### src/rtl/m_timer_controller_if.sv
// Front-panel and counter-chain signals of the kitchen-timer control stage.
// The master side drives the buttons and cnt_zero; the slave side is the controller.
interface m_timer_controller_if;
  logic btn_min;
  logic btn_sec;
  logic btn_start;
  logic cnt_zero;
  logic mode;
  logic clken;
  logic min_inc;
  logic sec_inc;
  logic buzzer;
  logic running;

  modport master (
    output btn_min, btn_sec, btn_start, cnt_zero,
    input  mode, clken, min_inc, sec_inc, buzzer, running
  );

  modport slave (
    input  btn_min, btn_sec, btn_start, cnt_zero,
    output mode, clken, min_inc, sec_inc, buzzer, running
  );
endinterface

### src/rtl/m_timer_controller.sv
// Kitchen-timer control stage: button debounce, 1 Hz prescaler, and the
// SET/RUN/PAUSE/ALARM sequencer that drives the up/down digit-counter chain.
module m_timer_controller #(
  parameter int unsigned DIV         = 50000000,
  parameter int unsigned DEBOUNCE    = 500000,
  parameter int unsigned ALARM_TICKS = 10
) (
  input logic                 clk,
  input logic                 rst_n,
  m_timer_controller_if.slave bus
);
  localparam int unsigned PW = (DIV > 2) ? $clog2(DIV) : 1;
  localparam int unsigned DW = (DEBOUNCE > 1) ? $clog2(DEBOUNCE) : 1;
  localparam int unsigned AW = (ALARM_TICKS > 1) ? $clog2(ALARM_TICKS) : 1;

  typedef enum logic [1:0] {ST_SET, ST_RUN, ST_PAUSE, ST_ALARM} state_e;

  // Button vectors: bit 0 = sec, bit 1 = min, bit 2 = start.
  logic [2:0]    btn_raw;
  logic [2:0]    sync1_q, sync2_q;
  logic [2:0]    level_q, level_d;
  logic [2:0]    arm_q, arm_d;
  logic [2:0]    press_q, press_d;
  logic [DW-1:0] db_cnt_q [3];
  logic [DW-1:0] db_cnt_d [3];
  logic [1:0]    prime_q;

  state_e        state_q, state_d;
  logic [PW-1:0] pre_q, pre_d;
  logic [AW-1:0] acnt_q, acnt_d;
  logic          tick;
  logic          min_inc_d, sec_inc_d;

  logic mode_q, clken_q, min_inc_q, sec_inc_q, buzzer_q, running_q;

  assign btn_raw = {bus.btn_start, bus.btn_min, bus.btn_sec};
  assign tick    = (pre_q == PW'(DIV - 1));

  // Two-flop synchronizers plus a fill marker showing when sync2 holds real samples.
  always_ff @(posedge clk or negedge rst_n) begin
    if (!rst_n) begin
      sync1_q <= '0;
      sync2_q <= '0;
      prime_q <= '0;
    end else begin
      sync1_q <= btn_raw;
      sync2_q <= sync1_q;
      prime_q <= {prime_q[0], 1'b1};
    end
  end

  // Stability counters and press detection. A button only arms once it has
  // been seen released after reset, so a button held through reset never
  // yields a press even though its accepted level rises.
  always_comb begin
    level_d = level_q;
    arm_d   = arm_q;
    press_d = '0;
    for (int unsigned i = 0; i < 3; i++) begin
      db_cnt_d[i] = '0;
      if (sync2_q[i] != level_q[i]) begin
        if (db_cnt_q[i] == DW'(DEBOUNCE - 1)) begin
          level_d[i] = sync2_q[i];
          press_d[i] = sync2_q[i] & arm_q[i];
        end else begin
          db_cnt_d[i] = db_cnt_q[i] + 1'b1;
        end
      end
      if (prime_q[1] && !sync2_q[i] && !level_q[i]) begin
        arm_d[i] = 1'b1;
      end
    end
  end

  // Debounce state registers.
  always_ff @(posedge clk or negedge rst_n) begin
    if (!rst_n) begin
      level_q <= '0;
      arm_q   <= '0;
      press_q <= '0;
      for (int unsigned i = 0; i < 3; i++) begin
        db_cnt_q[i] <= '0;
      end
    end else begin
      level_q <= level_d;
      arm_q   <= arm_d;
      press_q <= press_d;
      for (int unsigned i = 0; i < 3; i++) begin
        db_cnt_q[i] <= db_cnt_d[i];
      end
    end
  end

  // Sequencer next state and strobes; else-if order gives start > min > sec.
  always_comb begin
    state_d   = state_q;
    min_inc_d = 1'b0;
    sec_inc_d = 1'b0;
    unique case (state_q)
      ST_SET: begin
        if (press_q[2]) begin
          if (!bus.cnt_zero) state_d = ST_RUN;
        end else if (press_q[1]) begin
          min_inc_d = 1'b1;
        end else if (press_q[0]) begin
          sec_inc_d = 1'b1;
        end
      end
      ST_RUN: begin
        if (bus.cnt_zero) begin
          state_d = ST_ALARM;
        end else if (press_q[2]) begin
          state_d = ST_PAUSE;
        end else if (tick) begin
          sec_inc_d = 1'b1;
        end
      end
      ST_PAUSE: begin
        if (press_q[2]) begin
          state_d = ST_RUN;
        end else if (press_q[1] || press_q[0]) begin
          state_d = ST_SET;
        end
      end
      ST_ALARM: begin
        if (press_q != 3'b000) begin
          state_d = ST_SET;
        end else if (tick && (acnt_q == AW'(ALARM_TICKS - 1))) begin
          state_d = ST_SET;
        end
      end
      default: state_d = ST_SET;
    endcase
  end

  // Prescaler and alarm tick count: zero outside RUN/ALARM and on any state change.
  always_comb begin
    pre_d  = '0;
    acnt_d = '0;
    if ((state_d == state_q) && ((state_q == ST_RUN) || (state_q == ST_ALARM))) begin
      pre_d = tick ? '0 : pre_q + 1'b1;
      if (state_q == ST_ALARM) begin
        acnt_d = tick ? acnt_q + 1'b1 : acnt_q;
      end
    end
  end

  // State, prescaler and alarm counter registers.
  always_ff @(posedge clk or negedge rst_n) begin
    if (!rst_n) begin
      state_q <= ST_SET;
      pre_q   <= '0;
      acnt_q  <= '0;
    end else begin
      state_q <= state_d;
      pre_q   <= pre_d;
      acnt_q  <= acnt_d;
    end
  end

  // Registered outputs, decoded from the next state so they track it one cycle after the cause.
  always_ff @(posedge clk or negedge rst_n) begin
    if (!rst_n) begin
      mode_q    <= 1'b0;
      clken_q   <= 1'b0;
      min_inc_q <= 1'b0;
      sec_inc_q <= 1'b0;
      buzzer_q  <= 1'b0;
      running_q <= 1'b0;
    end else begin
      mode_q    <= (state_d != ST_SET);
      clken_q   <= (state_d == ST_RUN);
      running_q <= (state_d == ST_RUN);
      buzzer_q  <= (state_d == ST_ALARM);
      min_inc_q <= min_inc_d;
      sec_inc_q <= sec_inc_d;
    end
  end

  assign bus.mode    = mode_q;
  assign bus.clken   = clken_q;
  assign bus.min_inc = min_inc_q;
  assign bus.sec_inc = sec_inc_q;
  assign bus.buzzer  = buzzer_q;
  assign bus.running = running_q;
endmodule

### src/flat_wrapper.sv
// flat-port wrapper written by rule: the top's interface ports become plain ports
module m_timer_controller_flat 
#(
  parameter int unsigned DIV         = 50000000,
  parameter int unsigned DEBOUNCE    = 500000,
  parameter int unsigned ALARM_TICKS = 10
)
  (clk, rst_n, bus_btn_min, bus_btn_sec, bus_btn_start, bus_cnt_zero, bus_mode, bus_clken, bus_min_inc, bus_sec_inc, bus_buzzer, bus_running);
  m_timer_controller_if bus_i ();
  input logic clk;
  input logic rst_n;
  input wire logic [$bits(bus_i.btn_min)-1:0] bus_btn_min;
  input wire logic [$bits(bus_i.btn_sec)-1:0] bus_btn_sec;
  input wire logic [$bits(bus_i.btn_start)-1:0] bus_btn_start;
  input wire logic [$bits(bus_i.cnt_zero)-1:0] bus_cnt_zero;
  output wire logic [$bits(bus_i.mode)-1:0] bus_mode;
  output wire logic [$bits(bus_i.clken)-1:0] bus_clken;
  output wire logic [$bits(bus_i.min_inc)-1:0] bus_min_inc;
  output wire logic [$bits(bus_i.sec_inc)-1:0] bus_sec_inc;
  output wire logic [$bits(bus_i.buzzer)-1:0] bus_buzzer;
  output wire logic [$bits(bus_i.running)-1:0] bus_running;
  assign bus_i.btn_min = bus_btn_min;
  assign bus_i.btn_sec = bus_btn_sec;
  assign bus_i.btn_start = bus_btn_start;
  assign bus_i.cnt_zero = bus_cnt_zero;
  assign bus_mode = bus_i.mode;
  assign bus_clken = bus_i.clken;
  assign bus_min_inc = bus_i.min_inc;
  assign bus_sec_inc = bus_i.sec_inc;
  assign bus_buzzer = bus_i.buzzer;
  assign bus_running = bus_i.running;
  m_timer_controller #(.DIV(DIV), .DEBOUNCE(DEBOUNCE), .ALARM_TICKS(ALARM_TICKS)) u_core (.clk(clk), .rst_n(rst_n), .bus(bus_i));
endmodule
### config.mk
export PLATFORM = sky130hd
export DESIGN_NAME = m_timer_controller_flat
export DESIGN_NICKNAME = d
export VERILOG_FILES = /design/src/rtl/m_timer_controller_if.sv /design/src/rtl/m_timer_controller.sv /design/src/flat_wrapper.sv
export SDC_FILE = /design/constraint.sdc
export NUM_CORES = 1
export LEC_CHECK = 0
export CAP_MARGIN = 10
export CORE_AREA = 2 2 136 138
export CTS_CLUSTER_SIZE = 16
export DETAILED_ROUTE_END_ITERATION = 8
export DIE_AREA = 0 0 138 140
export MAX_ROUTING_LAYER = met4
export PLACE_DENSITY = 0.56
export SLEW_MARGIN = 5
export SYNTH_ARGS = -nofsm -noshare
export SYNTH_HDL_FRONTEND = slang
export SYNTH_SLANG_ARGS = --single-unit
### constraint.sdc
create_clock -name clk -period 3.7 [get_ports clk]
set_input_delay 0.555 -clock clk [delete_from_list [all_inputs] [get_ports clk]]
set_output_delay 0.555 -clock clk [all_outputs]
set_load 0.05 [all_outputs]
==> results by group <==
Floorplanning
  – Core box area: 17800 um2
  – Die footprint: 19300 um2
  – Die W: 138 um
  – Die H: 140 um
  – Starting Density: 29.6%
  – Row Count: 49
  – Ports: 12

CTS
  – PostCTS Resize Cnt: 0
  – Clock sinks: 111
  – Post-CTS Setup Bufs: 0
  – Hold Buf Count CTS: 0
  – Worst-skew pair later-pin latency: 0.36 ns
  – CTS Buf Count: 9
  – Clock root buffer: clkbuf_16
  – CTS tree: done
  – Clock slew at the register clock pins of the worst setup and hold paths: 0.07 ns
  – Htree depth: 3
  – Clock Path Buffers: 2

Place
  – GPL Wtd Cong: 0.863
  – IO buf count: 11
  – Detailed-placement wirelength estimate: 6840 um

GRT
  – Total track usage: 11.3%
  – Global-route wire length before repair: 17500 um
  – Largest net degree at the start of global routing: 48
  – Vias in the first global route: 3673
  – Initial antenna violation count: 0
  – Grt total ovfl: 0

Timing
  – Fin crit period: 2.58 ns
  – Final Setup Violations: 0
  – Setup TNS: 0 ns
  – Fin. max-slew vios: 0
  – Fmax: 387 MHz
  – Slew @ Worst Pin: 0.733 ns
  – Worst clock skew: 0.00788 ns
  – Final period util: 69.8%
  – Final hold vios: 0
  – RSZ-0062 raised after global routing: no
  – Relative slew margins: 51.2%

Cells and area
  – Antenna cells: 0
  – P&R area growth vs syn: 12.5%
  – Layout cells sized above 1: 6.43%
  – Nets: 551

Synthesis
  – Number of flops mapped to enable cells by yosys: 0
  – Syn_nets: 538
  – Avg Inst Size Synth: 10.0 um2
  – Ys async rst share: 100%
  – Top-count cell post-synth: dfrtp_1
  – Synth Flop Type: dfrtp_1
  – Area contributors post-synth: dfrtp_1, nor2_1, xor2_1
  – Share of the synthesized area in the top cell type: 52.7%
  – Netlist cell types: 45
  – Register area share after synthesis: 52.7%
  – Post-synthesis cell area: 5270 um2
  – Number of synthesis warnings: 0
  – Synth cell count leaders: dfrtp_1, nor2_1, a21oi_1
  – Synthesized flop and latch total: 111
  – Yosys top cell by area: dfrtp_1
  – Cells after synthesis: 526

Power
  – Switching power: 524 uW
  – Pwr Total: 2.25 mW
  – Power density cells: 380 nW/um2
  – Reg power frac: 54.9%
  – Clock share of power: 42.4%
  – Worst VDD drop: 0.000293 V
  – Combinational share of power: 2.7%
  – Leakage Power: 2.38 nW
  – Internal power: 1.73 mW
  – Sw frac: 23.3%

Critical path
  – CP required: 3.91 ns
  – Depth of the most critical reg-to-reg path: 4
  – Max FO, Critical Path: 10
  – Nature of the critical path startpoint: flip-flop
  – Crit Path Class: reg2reg
  – Critical path arrival: 2.79 ns
  – Critical Path Sink Type: flip-flop

Detailed routing
  – Vias/cell: 5.03
  – Drt drc: 0
  – Final WL: 10000 um
  – Wirelength per Cell: 13.0 um
  – 1st-pass router iterations: 4
  – Via Count: 3885
  – Antenna Nets Post-Route: 0
  – DR iter-0 viols: 196

Outcome
  – Status: completed

Worst hold path
  – Worst min path class: in2async

Flow run
  – Max cap viols: 0
[routing by layer]
layer	global-route usage (%)	wire, um
met4	3.71	167
met1	14.1	4770
met3	3.42	290
met2	17.5	4820
met5	-	0
[worst paths after layout]
path | start | to | slack (ns)
hold reg to reg | u_core.sync1_q[1] | u_core.sync2_q[1] | 0.35
setup reg to reg | u_core.pre_q[11] | u_core.state_q[1] | 1.12
setup / recovery | u_core.pre_q[11] | u_core.state_q[1] | 1.12
hold / removal | rst_n | u_core.pre_q[24] | 0.20
min in group clk | u_core.sync1_q[1] | u_core.sync2_q[1] | 0.35
max in group asynchronous | rst_n | u_core.db_cnt_q[56] | 2.62
[kinds of logic after synthesis]
| kind of cell | count (synthesis) | share of synthesized area (%) |
|---|---|---|
| other | 1 | 0.0712 |
| adder cells (fa/ha/maj) | 6 | 1.42 |
| AND/OR/NAND/NOR | 245 | 25.4 |
| buffers and inverters | 30 | 2.37 |
| multiplexers | 3 | 0.641 |
| flip-flops | 111 | 52.7 |
| XOR/XNOR | 51 | 8.48 |
| AO/OA/AOI/OAI | 79 | 8.86 |
[power by group through the flow]
stage	combinational (mW)	sequential [mW]	clock [mW]
final	0.0604	1.24	0.956
after global routing	0.0706	1.24	1.05
after detailed placement	0.0632	1.26	0
after CTS	0.0635	1.24	0.989
after floorplan	0.0242	1.26	0
after global placement	0.0617	1.26	0
[registers in the layout, summed over array words and instances (netlist names)]
register            cells
u_core.bus.mode         1
u_core.bus.sec_inc      1
u_core.pre_q           26
u_core.sync1_q          3
u_core.state_q          2
u_core.sync2_q          3
u_core.prime_q          2
u_core.level_q          3
u_core.press_q          3
u_core.bus.buzzer       1
u_core.arm_q            3
u_core.bus.clken        1
u_core.acnt_q           4
u_core.bus.min_inc      1
u_core.db_cnt_q        57
[cell type report]
class	count	area (um2)
clock buffer	10	239
clock inverter	6	51.3
fill	1823	11900
inverter	16	60.1
multi-input combinational	385	2370
sequential	111	2780
tap	229	287
timing repair buffer	16	145
[worst max-delay path, stage by stage, from the launching register on]
cell     delay (ns)
dfrtp_1        0.42
or4_1          0.53
or4_1          0.71
nor4_1         0.57
o21ai_0        0.19
[metrics by stage]
step / area (um2) / instances / worst slack, ns / hold slack, ns / utilization [%]
finish: 5930 / 773 / 1.12 / 0.199 / 33.3
CTS: 5930 / 773 / 1.11 / 0.217 / 33.3
global route: 5930 / 773 / 0.899 / 0.250 / 33.3
global placement: 5640 / 757 / 1.27 / 0.335 / 31.7
detailed placement: 5640 / 757 / 1.14 / 0.340 / 31.7
floorplan: 5270 / 526 / 1.47 / 0.259 / -
[layout by cell type (no fill, tap or decap), drive strengths merged, types with 8 or more instances in the layout]
| master | Yosys | layout |
|---|---|---|
| and4 | 10 | 10 |
| nor2 | 71 | 71 |
| inv | 16 | 19 |
| and3 | 8 | 8 |
| nand3 | 26 | 26 |
| clkbuf | 8 | 10 |
| xor2 | 29 | 29 |
| or3 | 17 | 17 |
| nand2 | 28 | 28 |
| nand4 | 29 | 29 |
| clkdlybuf4s50 | 0 | 10 |
| nor4 | 9 | 9 |
| or4 | 18 | 18 |
| o31ai | 12 | 12 |
| dfrtp | 111 | 111 |
| a21oi | 33 | 33 |
| xnor2 | 22 | 22 |
| o21ai | 23 | 23 |
Note: power is estimated with default switching activity, not from simulation.
